===== src/rtl/ex_pipe.sv =====
// EX/MEM pipeline register for the LEGv8 five-stage pipeline.
// Captures execute results and MEM/WB control for one cycle; reset yields a bubble.
module ex_pipe #(
    parameter int DATA_W  = 64,
    parameter int PC_W    = 32,
    parameter int INSTR_W = 32,
    parameter int REG_W   = 5
) (
    input  logic               CLK,
    input  logic               RESET,
    input  logic               ZERO,
    input  logic [DATA_W-1:0]  BRANCH,
    input  logic [DATA_W-1:0]  ALU_VAL,
    input  logic [DATA_W-1:0]  RT_READ,
    input  logic [5:0]         ALU_CONTROL,
    input  logic               MEMREAD_IN,
    input  logic               MEMWRITE_IN,
    input  logic               REGWRITE_IN,
    input  logic               MEM2REG_IN,
    input  logic               BRANCH_ZERO_IN,
    input  logic [INSTR_W-1:0] INSTR_IN,
    input  logic [REG_W-1:0]   REG_DESTINATION,
    output logic [PC_W-1:0]    BRANCH_OUT,
    output logic [DATA_W-1:0]  RT_READ_OUT,
    output logic [DATA_W-1:0]  ALU_VAL_OUT,
    output logic               ZERO_OUT,
    output logic               MEMREAD_OUT,
    output logic               MEMWRITE_OUT,
    output logic               REGWRITE_OUT,
    output logic               MEM2REG_OUT,
    output logic               BRANCH_ZERO_OUT,
    output logic [REG_W-1:0]   REG_DESTINATION_OUT,
    output logic [INSTR_W-1:0] INSTR_OUT
);

    localparam int CTRL_W = 6;

    // Single-bit flags bundled so the clear/load path is uniform per bit.
    logic [CTRL_W-1:0] ctrl_in;
    logic [CTRL_W-1:0] ctrl_next;
    logic [CTRL_W-1:0] ctrl_reg;

    logic [PC_W-1:0]    branch_next,   branch_reg;
    logic [DATA_W-1:0]  rt_read_next,  rt_read_reg;
    logic [DATA_W-1:0]  alu_val_next,  alu_val_reg;
    logic [REG_W-1:0]   rd_next,       rd_reg;
    logic [INSTR_W-1:0] instr_next,    instr_reg;

    // ALU_CONTROL is not needed past EX; the branch target is truncated to PC width.
    logic unused_inputs;
    assign unused_inputs = ^{ALU_CONTROL, BRANCH[DATA_W-1:PC_W]};

    assign ctrl_in = {ZERO, MEMREAD_IN, MEMWRITE_IN, REGWRITE_IN, MEM2REG_IN, BRANCH_ZERO_IN};

    genvar gi;
    generate
        for (gi = 0; gi < CTRL_W; gi++) begin : g_ctrl
            assign ctrl_next[gi] = RESET ? 1'b0 : ctrl_in[gi];
        end
    endgenerate

    always_comb begin
        branch_next  = RESET ? '0 : BRANCH[PC_W-1:0];
        rt_read_next = RESET ? '0 : RT_READ;
        alu_val_next = RESET ? '0 : ALU_VAL;
        rd_next      = RESET ? '0 : REG_DESTINATION;
        instr_next   = RESET ? '0 : INSTR_IN;
    end

    always_ff @(posedge CLK) begin
        ctrl_reg    <= ctrl_next;
        branch_reg  <= branch_next;
        rt_read_reg <= rt_read_next;
        alu_val_reg <= alu_val_next;
        rd_reg      <= rd_next;
        instr_reg   <= instr_next;
    end

    assign ZERO_OUT            = ctrl_reg[5];
    assign MEMREAD_OUT         = ctrl_reg[4];
    assign MEMWRITE_OUT        = ctrl_reg[3];
    assign REGWRITE_OUT        = ctrl_reg[2];
    assign MEM2REG_OUT         = ctrl_reg[1];
    assign BRANCH_ZERO_OUT     = ctrl_reg[0];
    assign BRANCH_OUT          = branch_reg;
    assign RT_READ_OUT         = rt_read_reg;
    assign ALU_VAL_OUT         = alu_val_reg;
    assign REG_DESTINATION_OUT = rd_reg;
    assign INSTR_OUT           = instr_reg;

endmodule


===== config.mk =====
export PLATFORM = sky130hd
export DESIGN_NAME = ex_pipe
export DESIGN_NICKNAME = d
export VERILOG_FILES = /design/src/rtl/ex_pipe.sv
export SDC_FILE = /design/constraint.sdc
export NUM_CORES = 1
export LEC_CHECK = 0
export ABC_AREA = 0
export CORE_AREA = 2 2 171 173
export CTS_CLUSTER_DIAMETER = 150
export DETAILED_ROUTE_END_ITERATION = 10
export DIE_AREA = 0 0 173 175
export GPL_ROUTABILITY_DRIVEN = 0
export SYNTH_ARGS = -nofsm -noshare
export SYNTH_HDL_FRONTEND = slang
export SYNTH_SLANG_ARGS = --single-unit

===== constraint.sdc =====
create_clock -name CLK -period 1 [get_ports CLK]
set_input_delay 0.2 -clock CLK [delete_from_list [all_inputs] [get_ports CLK]]
set_output_delay 0.2 -clock CLK [all_outputs]
set_load 0.01 [all_outputs]

==> metrics.csv <==
metric;value;unit
crit end category;output pin;
routed vias;4371;
power density over cell area;1830;mW/mm2
GR Overflow Total;0;
largest area contributor in the synthesized netlist;dfxtp_1;
final setup margin;-0.185;ns
post-synth net total;671;
Syn Area/Cell;12.7;um2
fmax;844;MHz
post-synth top area share;74.7;%
required time of the critical path;0.80;ns
GR Util All Layers;11.3;%
drt drc;0;
Tcrit/Tclk final;119;%
final number of setup-violating endpoints;203;
crit-path cells;buf_6;
Clock Tree Buf Depth;3;
Initial Util;19.2;%
Synth-to-Final Area Change;95.6;%
core area;0.0284;mm2
pre-CTS setup slack;-0.290;ns
Mapped Cells;428;
status;finished with violations;
clk sinks;203;
commonest non-fill, non-tap cells in the layout;203 x nor2b_1, 203 x clkdlybuf4s50_1, 110 x buf_6;
row cnt;62;
CTS Buf Count;23;
first-pass GRT wire length;26900;um
Yosys reg bits;203;
Final ANT Viol Nets;0;
largest vdd supply drop;1.15;mV
CTS H-tree lvls;1;
initial antenna violation count;0;
Max Cap Violations;0;
setup TNS;-24.85;ns
IO Pins;446;
top cells by area, synth;dfxtp_1 75%, nor2b_1 23%, buf_2 1.7%;
DR iter-0 viols;113;
Slew @ Worst Pin;0.286;ns
min-delay worst type;input pin to flip-flop;
post-layout net count;1098;
Port Buffers;407;
Root Buffer Master;clkbuf_16;
Crit path max-delay family;flip-flops;
Worst path slowest cell;dfxtp_4;
Leak;4.56;nW
worst rel slew slack;80.9;%
pins over their slew limit;0;
Die X-Extent;173;um
Pre-antenna DRT Iters;3;
synthesized cell area;0.00544;mm2
TritonCTS clock tree;done;
failing checks;setup timing;
post-route minimum period;1.19;ns
Worst-path clk slew;0.06;ns
Final HPWL DP;13800;um
Startpoint Class;flip-flop;
Multi-input gate area;0.00127;mm2
layout cells sized above 1;42.1;%
Buf+Inv Stages, Crit Path;1;
library cells used by synthesis;4;
# fillers;2814;
final hold vios;0;
slowest stage delay, CP;0.36;ns
WL/cell;14.2;um
vias in the first global route;4682;
Ant. Diodes;0;
crit path DAT;0.99;ns
pin count of the biggest net entering global routing;34;
RSZ-0062 raised after global routing;yes;
FF+latch area;0.00420;mm2
register area share after synthesis;74.7;%
Synth Warn #;0;
vertical die dimension;175;um
CP Max Fanout;1;
CP Class;flip-flop to output pin;
hold_buf cts;0;
Routed Wire Length;17800;um
vias per cell;3.48;
die area;0.0303;mm2
routing by layer:
layer | track usage (%) | part of all wire [%] | vias up | wire [um]
met4 | 3.11 | 2.0 | 0 | 356
met5 | 0 | 0 | - | 0
met2 | 19.4 | 48 | 269 | 8480
li1 | - | - | 2140 | -
met3 | 6.05 | 13 | 25 | 2330
met1 | 12.2 | 37 | 1937 | 6630
synth_stat cells (all sizes together):
master and instances:
dfxtp 203, clkbuf 3, nor2b 203, buf 19
worst paths after layout:
kind / end / startpoint / depth (start not counted)
setup / recovery: BRANCH_OUT[19] / BRANCH_OUT[19] / 1
hold / removal: BRANCH_OUT[22] / RESET / 2
cells by family (layout without fill, tap and decap cells):
| logic type | count (synthesis) | in the layout | share of synthesized area [%] |
|---|---|---|---|
| and+or+nand+nor | 203 | 203 | 23.3 |
| buffers and inverters | 22 | 465 | 1.95 |
| DFF | 203 | 203 | 74.7 |
power by group:
group | leakage [nW] | internal (W) | total, W | switching [W]
Clock | 0.385 | 0.00529 | 0.00855 | 0.00326
Sequential | 1.72 | 0.00857 | 0.00872 | 0.000151
Combinational | 2.45 | 0.00149 | 0.00224 | 0.000757
Total | 4.56 | 0.0153 | 0.0195 | 0.00417
area by class of cell:
| class | count | share of cell area [%] |
|---|---|---|
| repair buffers | 424 | 36.7 |
| clock buffers | 29 | 6.00 |
| multi-input cells | 203 | 11.9 |
| flip-flops and latches | 203 | 39.5 |
| well taps | 384 | 4.51 |
| clock inverters | 12 | 1.35 |
through the flow:
| stage | instance area [um2] | hold WS [ns] | instances | utilization (%) | total power [W] |
|---|---|---|---|---|---|
| floorplan | 5440 | 0.328 | 428 | - | 0.00942 |
| global placement | 10100 | 0.550 | 1214 | 35.4 | 0.0112 |
| detailed placement | 10100 | 0.552 | 1214 | 35.4 | 0.0112 |
| CTS | 10200 | 0.0139 | 1255 | 36.0 | 0.0197 |
| global route | 10600 | 0.0176 | 1255 | 37.5 | 0.0204 |
| finish | 10600 | 0.0247 | 1255 | 37.5 | 0.0195 |
what timing repair did:
| item | 4_1_cts | 5_1_grt |
|---|---|---|
| buffers inserted | 0 | 0 |
| pin swaps | 0 | 0 |
| hold endpoints to repair | 0 | 0 |
| resized for setup | 917 | 118 |
| setup endpoints to repair | 203 | 203 |
(Power assumes the default switching activity.)
